File: config.mk
export PLATFORM = sky130hd
export DESIGN_NAME = wbxbc_pipe_slice
export DESIGN_NICKNAME = d
export VERILOG_FILES = /design/src/rtl/wbxbc_pkg.sv /design/src/rtl/wbxbc_skid_buf.sv /design/src/rtl/wbxbc_pipe_slice.sv
export SDC_FILE = /design/constraint.sdc
export NUM_CORES = 1
export LEC_CHECK = 0
export ABC_AREA = 0
export ABC_CLOCK_PERIOD_IN_PS = 4200
export CORE_AREA = 2 2 131 133
export DETAILED_ROUTE_END_ITERATION = 10
export DIE_AREA = 0 0 133 135
export PLACE_DENSITY = 0.59
export SETUP_SLACK_MARGIN = 0.15
export SYNTH_ARGS = -nofsm -noshare
export SYNTH_HDL_FRONTEND = slang
export SYNTH_SLANG_ARGS = --single-unit
File: constraint.sdc
create_clock -name clk_i -period 4.2 [get_ports clk_i]
set_clock_uncertainty 0.1 [all_clocks]
set_input_delay 0.84 -clock clk_i [delete_from_list [all_inputs] [get_ports clk_i]]
set_output_delay 0.84 -clock clk_i [all_outputs]
set_load 0.05 [all_outputs]
File: src/rtl/wbxbc_pkg.sv
// wbxbc_pkg: shared widths, payload/response structs and counter-width helper for the Wishbone pipe slice
package wbxbc_pkg;
    localparam int ADR_W     = 16;
    localparam int DAT_W     = 16;
    localparam int SEL_W     = 2;
    localparam int TGA_W     = 1;
    localparam int TGC_W     = 1;
    localparam int TGRD_W    = 1;
    localparam int TGWD_W    = 1;
    localparam int OUT_MAX_D = 4;

    typedef struct packed {
        logic              we;
        logic [SEL_W-1:0]  sel;
        logic [ADR_W-1:0]  adr;
        logic [DAT_W-1:0]  dat;
        logic [TGA_W-1:0]  tga;
        logic [TGC_W-1:0]  tgc;
        logic [TGWD_W-1:0] tgd;
    } req_t;

    typedef struct packed {
        logic              ack;
        logic              err;
        logic              rty;
        logic [DAT_W-1:0]  dat;
        logic [TGRD_W-1:0] tgd;
    } rsp_t;

    function automatic int cnt_w(input int out_max);
        return $clog2(out_max + 1);
    endfunction
endpackage

File: src/rtl/wbxbc_skid_buf.sv
// wbxbc_skid_buf: 2-entry valid/ready skid buffer with flush
//   clk, rst (async, active-high), flush (clears both entries on the next edge)
//   in_valid/in_data: producer side; caller must not push while the skid entry is full
//   out_ready: consumer accepts; out_valid/out_data: registered output entry
//   full_next: skid entry will be occupied after this edge (used for a registered stall)
module wbxbc_skid_buf #(
    parameter int PAYLOAD_W = 8
) (
    input  logic                 clk,
    input  logic                 rst,
    input  logic                 flush,
    input  logic                 in_valid,
    input  logic [PAYLOAD_W-1:0] in_data,
    input  logic                 out_ready,
    output logic                 out_valid,
    output logic [PAYLOAD_W-1:0] out_data,
    output logic                 full_next
);
    logic                 skid_valid;
    logic [PAYLOAD_W-1:0] skid_data;
    logic                 adv;

    assign adv       = ~out_valid | out_ready;
    // a word only parks in the skid entry while the output entry is blocked
    assign full_next = ~flush & ~adv & (skid_valid | in_valid);

    always_ff @(posedge clk or posedge rst) begin
        if (rst) begin
            out_valid  <= 1'b0;
            out_data   <= '0;
            skid_valid <= 1'b0;
            skid_data  <= '0;
        end else if (flush) begin
            out_valid  <= 1'b0;
            out_data   <= '0;
            skid_valid <= 1'b0;
            skid_data  <= '0;
        end else begin
            skid_valid <= full_next;
            if (adv) begin
                out_valid <= skid_valid | in_valid;
                if (skid_valid | in_valid) out_data <= skid_valid ? skid_data : in_data;
            end
            if (~adv & in_valid & ~skid_valid) skid_data <= in_data;
        end
    end
endmodule

File: src/rtl/wbxbc_pipe_slice.sv
// wbxbc_pipe_slice: pipelined Wishbone register slice between an initiator (itr_*) and a target (tgt_*)
//   clk_i, async_rst_i / sync_rst_i (active-high, identical effect)
//   itr_* inputs: request controls and payload; itr_* outputs: registered ack/err/rty/stall, read data/tag
//   tgt_* outputs: registered request controls and payload; tgt_* inputs: responses, stall, read data/tag
module wbxbc_pipe_slice
    import wbxbc_pkg::*;
#(
    parameter int ADR_WIDTH  = ADR_W,
    parameter int DAT_WIDTH  = DAT_W,
    parameter int SEL_WIDTH  = SEL_W,
    parameter int TGA_WIDTH  = TGA_W,
    parameter int TGC_WIDTH  = TGC_W,
    parameter int TGRD_WIDTH = TGRD_W,
    parameter int TGWD_WIDTH = TGWD_W,
    parameter int OUT_MAX    = OUT_MAX_D
) (
    input  logic                  clk_i,
    input  logic                  async_rst_i,
    input  logic                  sync_rst_i,
    input  logic                  itr_cyc_i,
    input  logic                  itr_stb_i,
    input  logic                  itr_we_i,
    input  logic                  itr_lock_i,
    input  logic [SEL_WIDTH-1:0]  itr_sel_i,
    input  logic [ADR_WIDTH-1:0]  itr_adr_i,
    input  logic [DAT_WIDTH-1:0]  itr_dat_i,
    input  logic [TGA_WIDTH-1:0]  itr_tga_i,
    input  logic [TGC_WIDTH-1:0]  itr_tgc_i,
    input  logic [TGWD_WIDTH-1:0] itr_tgd_i,
    output logic                  itr_ack_o,
    output logic                  itr_err_o,
    output logic                  itr_rty_o,
    output logic                  itr_stall_o,
    output logic [DAT_WIDTH-1:0]  itr_dat_o,
    output logic [TGRD_WIDTH-1:0] itr_tgd_o,
    output logic                  tgt_cyc_o,
    output logic                  tgt_stb_o,
    output logic                  tgt_we_o,
    output logic                  tgt_lock_o,
    output logic [SEL_WIDTH-1:0]  tgt_sel_o,
    output logic [ADR_WIDTH-1:0]  tgt_adr_o,
    output logic [DAT_WIDTH-1:0]  tgt_dat_o,
    output logic [TGA_WIDTH-1:0]  tgt_tga_o,
    output logic [TGC_WIDTH-1:0]  tgt_tgc_o,
    output logic [TGWD_WIDTH-1:0] tgt_tgd_o,
    input  logic                  tgt_ack_i,
    input  logic                  tgt_err_i,
    input  logic                  tgt_rty_i,
    input  logic                  tgt_stall_i,
    input  logic [DAT_WIDTH-1:0]  tgt_dat_i,
    input  logic [TGRD_WIDTH-1:0] tgt_tgd_i
);
    localparam int CNT_W = cnt_w(OUT_MAX);

    req_t             req_in, req_out;
    rsp_t             rsp;
    logic             acc, dec, flush, full_next, term;
    logic [CNT_W-1:0] count, count_next;

    assign req_in     = '{we: itr_we_i, sel: itr_sel_i, adr: itr_adr_i, dat: itr_dat_i,
                          tga: itr_tga_i, tgc: itr_tgc_i, tgd: itr_tgd_i};
    assign acc        = itr_cyc_i & itr_stb_i & ~itr_stall_o;
    // dropping cyc abandons the whole cycle, queued words included
    assign flush      = sync_rst_i | ~itr_cyc_i;
    assign term       = tgt_ack_i | tgt_err_i | tgt_rty_i;
    // a termination that will be forwarded next cycle retires one request now
    assign dec        = term & tgt_cyc_o & itr_cyc_i & (count != '0);
    assign count_next = flush ? '0 : count + CNT_W'(acc) - CNT_W'(dec);

    wbxbc_skid_buf #(.PAYLOAD_W($bits(req_t))) u_skid (
        .clk       (clk_i),
        .rst       (async_rst_i),
        .flush     (flush),
        .in_valid  (acc),
        .in_data   (req_in),
        .out_ready (~tgt_stall_i),
        .out_valid (tgt_stb_o),
        .out_data  (req_out),
        .full_next (full_next)
    );

    assign {tgt_we_o, tgt_sel_o, tgt_adr_o, tgt_dat_o, tgt_tga_o, tgt_tgc_o, tgt_tgd_o} = req_out;
    assign {itr_ack_o, itr_err_o, itr_rty_o, itr_dat_o, itr_tgd_o} = rsp;

    always_ff @(posedge clk_i or posedge async_rst_i) begin
        if (async_rst_i) begin
            count       <= '0;
            itr_stall_o <= 1'b1;
            tgt_cyc_o   <= 1'b0;
            tgt_lock_o  <= 1'b0;
            rsp         <= '0;
        end else if (sync_rst_i) begin
            count       <= '0;
            itr_stall_o <= 1'b1;
            tgt_cyc_o   <= 1'b0;
            tgt_lock_o  <= 1'b0;
            rsp         <= '0;
        end else begin
            count       <= count_next;
            itr_stall_o <= full_next | (count_next == CNT_W'(OUT_MAX));
            tgt_cyc_o   <= itr_cyc_i;
            tgt_lock_o  <= itr_lock_i;
            rsp.ack     <= tgt_ack_i & tgt_cyc_o & itr_cyc_i;
            rsp.err     <= tgt_err_i & tgt_cyc_o & itr_cyc_i;
            rsp.rty     <= tgt_rty_i & tgt_cyc_o & itr_cyc_i;
            if (term) begin
                rsp.dat <= tgt_dat_i;
                rsp.tgd <= tgt_tgd_i;
            end
        end
    end
endmodule

==> metrics <==
status=finished clean; area leader, netlist=dfrtp_1; upper clock frequency limit=~340 MHz; H-tree depth=3; ANT nets after route=0; initial antenna violation count=0; worst path required time=about 4.4 ns; final WL=13.2 mm; vias in the first global route=4165; Worst Hold Depth=2; Seq/Total Area, Yosys=between 50 and 60%; commonest non-fill, non-tap cell in the layout=clkdlybuf4s50_1; Synth cell types=34; P_sw=between 500 and 600 uW; Pwr Density=341 mW/mm2; CP Cell Sequence=clkdlybuf4s50_1 > nand3b_2 > inv_4 > ha_1 > inv_1 > fa_1 > xnor3_1 > nor2_1 > a221o_1; Root Driver=clkbuf_16; min Tclk post-route=2.98 ns; R2R Path Start=count[1]; Post-Place Cells=810; I/O Pins=127; TritonCTS clock tree=yes; post-CTS setup buffer count=0; Sequential Power Share=45.2%; drt initial violations=260; ANT cells=0; top sig layer=met4; Max clock buf depth=2; DP Area=0.00633 mm2; CTS clk-pin slew, worst paths=0.07 ns; Worst Hold Class=reg2reg; Detail Placement HPWL=8.48 mm; Pre-Repair DR Iteration Count=4; FF-to-FF End=itr_stall_o; IO Port Bufs=126; Crit. Startpoint=itr_cyc_i; clock network fraction of design power=42.0%; Core Rows=between 40 and 50; Syn Inst Count=roughly 500; Crit path max-delay family=buffers and inverters; CTS Sinks=104; share of the synthesized area in the top cell type=52.6%; clk_lat worst skew=around 0.35 ns; Synth Net Count=569; Setup CP Type=in2reg; slowest cell on the critical path=clkdlybuf4s50_1; Pint=1.72 mW; WHS Endpoint=itr_dat_o[2]; Sw Ratio=24.3%; Die Y=135 um; worst reg2reg path depth=10; combinational share of power=12.9%; crit path DAT=3.15 ns; Core Region=0.0164 mm2; share of layout cells above drive strength 1=around an eighth; final setup vio count=0; non-filler instance count after layout=826; GRT Total Usage=15.2%; Post-CTS Resized=0; DRC Markers=0; fillers=1584; Final nets=669; Mean Syn Cell Area=9.79 um2; CP Capture Type=flip-flop; Hold Vio Cnt, Final=0; final period utilization=a little under three quarters; Syn. warnings=0; clock buffer count from CTS=9; Lkg Pwr=2.91 nW; #FFs+latches synth=104; die area=0.0180 mm2; detailed-route wire length per cell=roughly 16 um; metal2 WL=6.24 mm; Met1 Wirelength=5.69 mm; cell area after synthesis=0.00490 mm2; VDD IR max=0.178 mV; critical hold path startpoint=itr_dat_o[2]; Die Width=between 100 and 150 um; DR vias/cell=4.92; Crit path depth=9; synth top area cells=dfrtp_1 (53%), mux2i_1 (7.8%), a21oi_1 (5.8%); Hold Slack=0.420 ns; Critical Path Max Stage Delay=0.57 ns; post-layout util=40.7%; Placer Congestion=0.724; TNS Setup=0 ns; Final Slew Violations=0; CP max FO=40; unrepaired setup endpoints after global routing=no; vias=4065; first-pass GRT wire length=21.8 mm; critical path launch point type=input port; synthesis-to-layout area growth=36.0%; largest net degree at the start of global routing=approximately 80; flop2flop setup slack=1.73 ns; design area=0.00667 mm2; Bufs and invs on worst path=3; total grt overflow=0; DR WL met3=1.10 mm; slew margin rel.=46.3%; Slew @ Worst Pin=0.805 ns; hold_buf cts=0; max cap viols=0; initial core utilization=29.9%; most frequent cells in the layout=clkdlybuf4s50_1 (126), dfrtp_1 (103), nand2_1 (73)
## flip-flops by register name, indices dropped and copies added, names as in the netlist, 3 cells and up
| signal | count |
|---|---|
| u_skid.skid_data | 38 |
| u_skid.out_data | 38 |
| count | 3 |
| itr_dat_o | 16 |
## through the flow
stage	setup slack (ns)	total power, mW
2_1_floorplan	0.529	1.21
5_1_grt	1.08	2.37
4_1_cts	1.21	2.32
6_report	1.22	2.28
3_3_place_gp	0.920	1.34
3_5_place_dp	0.845	1.34
## layer usage
layer / vias to the layer above / GRT usage, %
li1: 1931 / -
met1: 1997 / 19.2
met2: 129 / 24.5
met3: 8 / 6.08
met4: 0 / 3.82
met5: - / 0
## worst max path at each step
| stage | to |
|---|---|
| 4_1_cts | itr_stall_o |
| 3_5_place_dp | itr_stall_o |
| 2_1_floorplan | count[0] |
| 5_1_grt | itr_stall_o |
| 6_report | itr_stall_o |
| 3_3_place_gp | itr_stall_o |
## power groups by stage
stage                     Clock (mW)  Sequential, mW  Combinational, mW
final                          0.956            1.03              0.293
after global routing            1.03            1.03              0.314
after CTS                      0.990            1.03              0.297
after detailed placement           0            1.05              0.296
after global placement             0            1.05              0.293
after floorplan                    0            1.11              0.104
## layout make-up
cell class / count / area, um2 / share of cell area [%]
clock inverter: 6 / 108 / 1.61
multi-input combinational: 343 / 2050 / 30.8
sequential: 104 / 2600 / 39.0
tap: 220 / 275 / 4.13
inverter: 8 / 35.0 / 0.525
clock buffer: 10 / 229 / 3.43
timing repair buffer: 135 / 1370 / 20.5
## logic make-up after synthesis
group / count (synthesis) / share of synthesized area [%]
AND/OR/NAND/NOR: 164 / 16.3
AO/OA/AOI/OAI: 137 / 16.2
flip-flops: 104 / 53.1
buffers and inverters: 54 / 5.28
multiplexers: 38 / 7.76
adder cells (fa/ha/maj): 3 / 0.918
XOR/XNOR: 1 / 0.459
## tightest hold or removal path, cell delays in order (launching register included)
cell,delay (ns)
dfrtp_1,0.37
nand2_1,0.06
a21oi_1,0.05
## cells in the mapped netlist
library cell and n:
ha_1 2, and2_1 2, nand3b_1 1, clkbuf_1 26, buf_2 12, clkbuf_2 1
mux2i_1 38, fa_1 1, o211ai_1 38, nand3_1 38, a21oi_1 57, nor3_2 1
and3_1 3, o311ai_0 1, nor2_1 3, buf_4 4, nand2_1 73, xnor3_1 1
and3b_1 1, dfstp_2 1, inv_2 1, nor2b_1 1, or3_1 1, inv_1 6
o21ai_2 1, o21ai_0 36, a221o_1 1, buf_6 3, or2_2 38, nand2b_1 1
inv_4 1, nand3b_2 1, o21ai_1 3, dfrtp_1 103
Power figures use the tool's default switching activity.
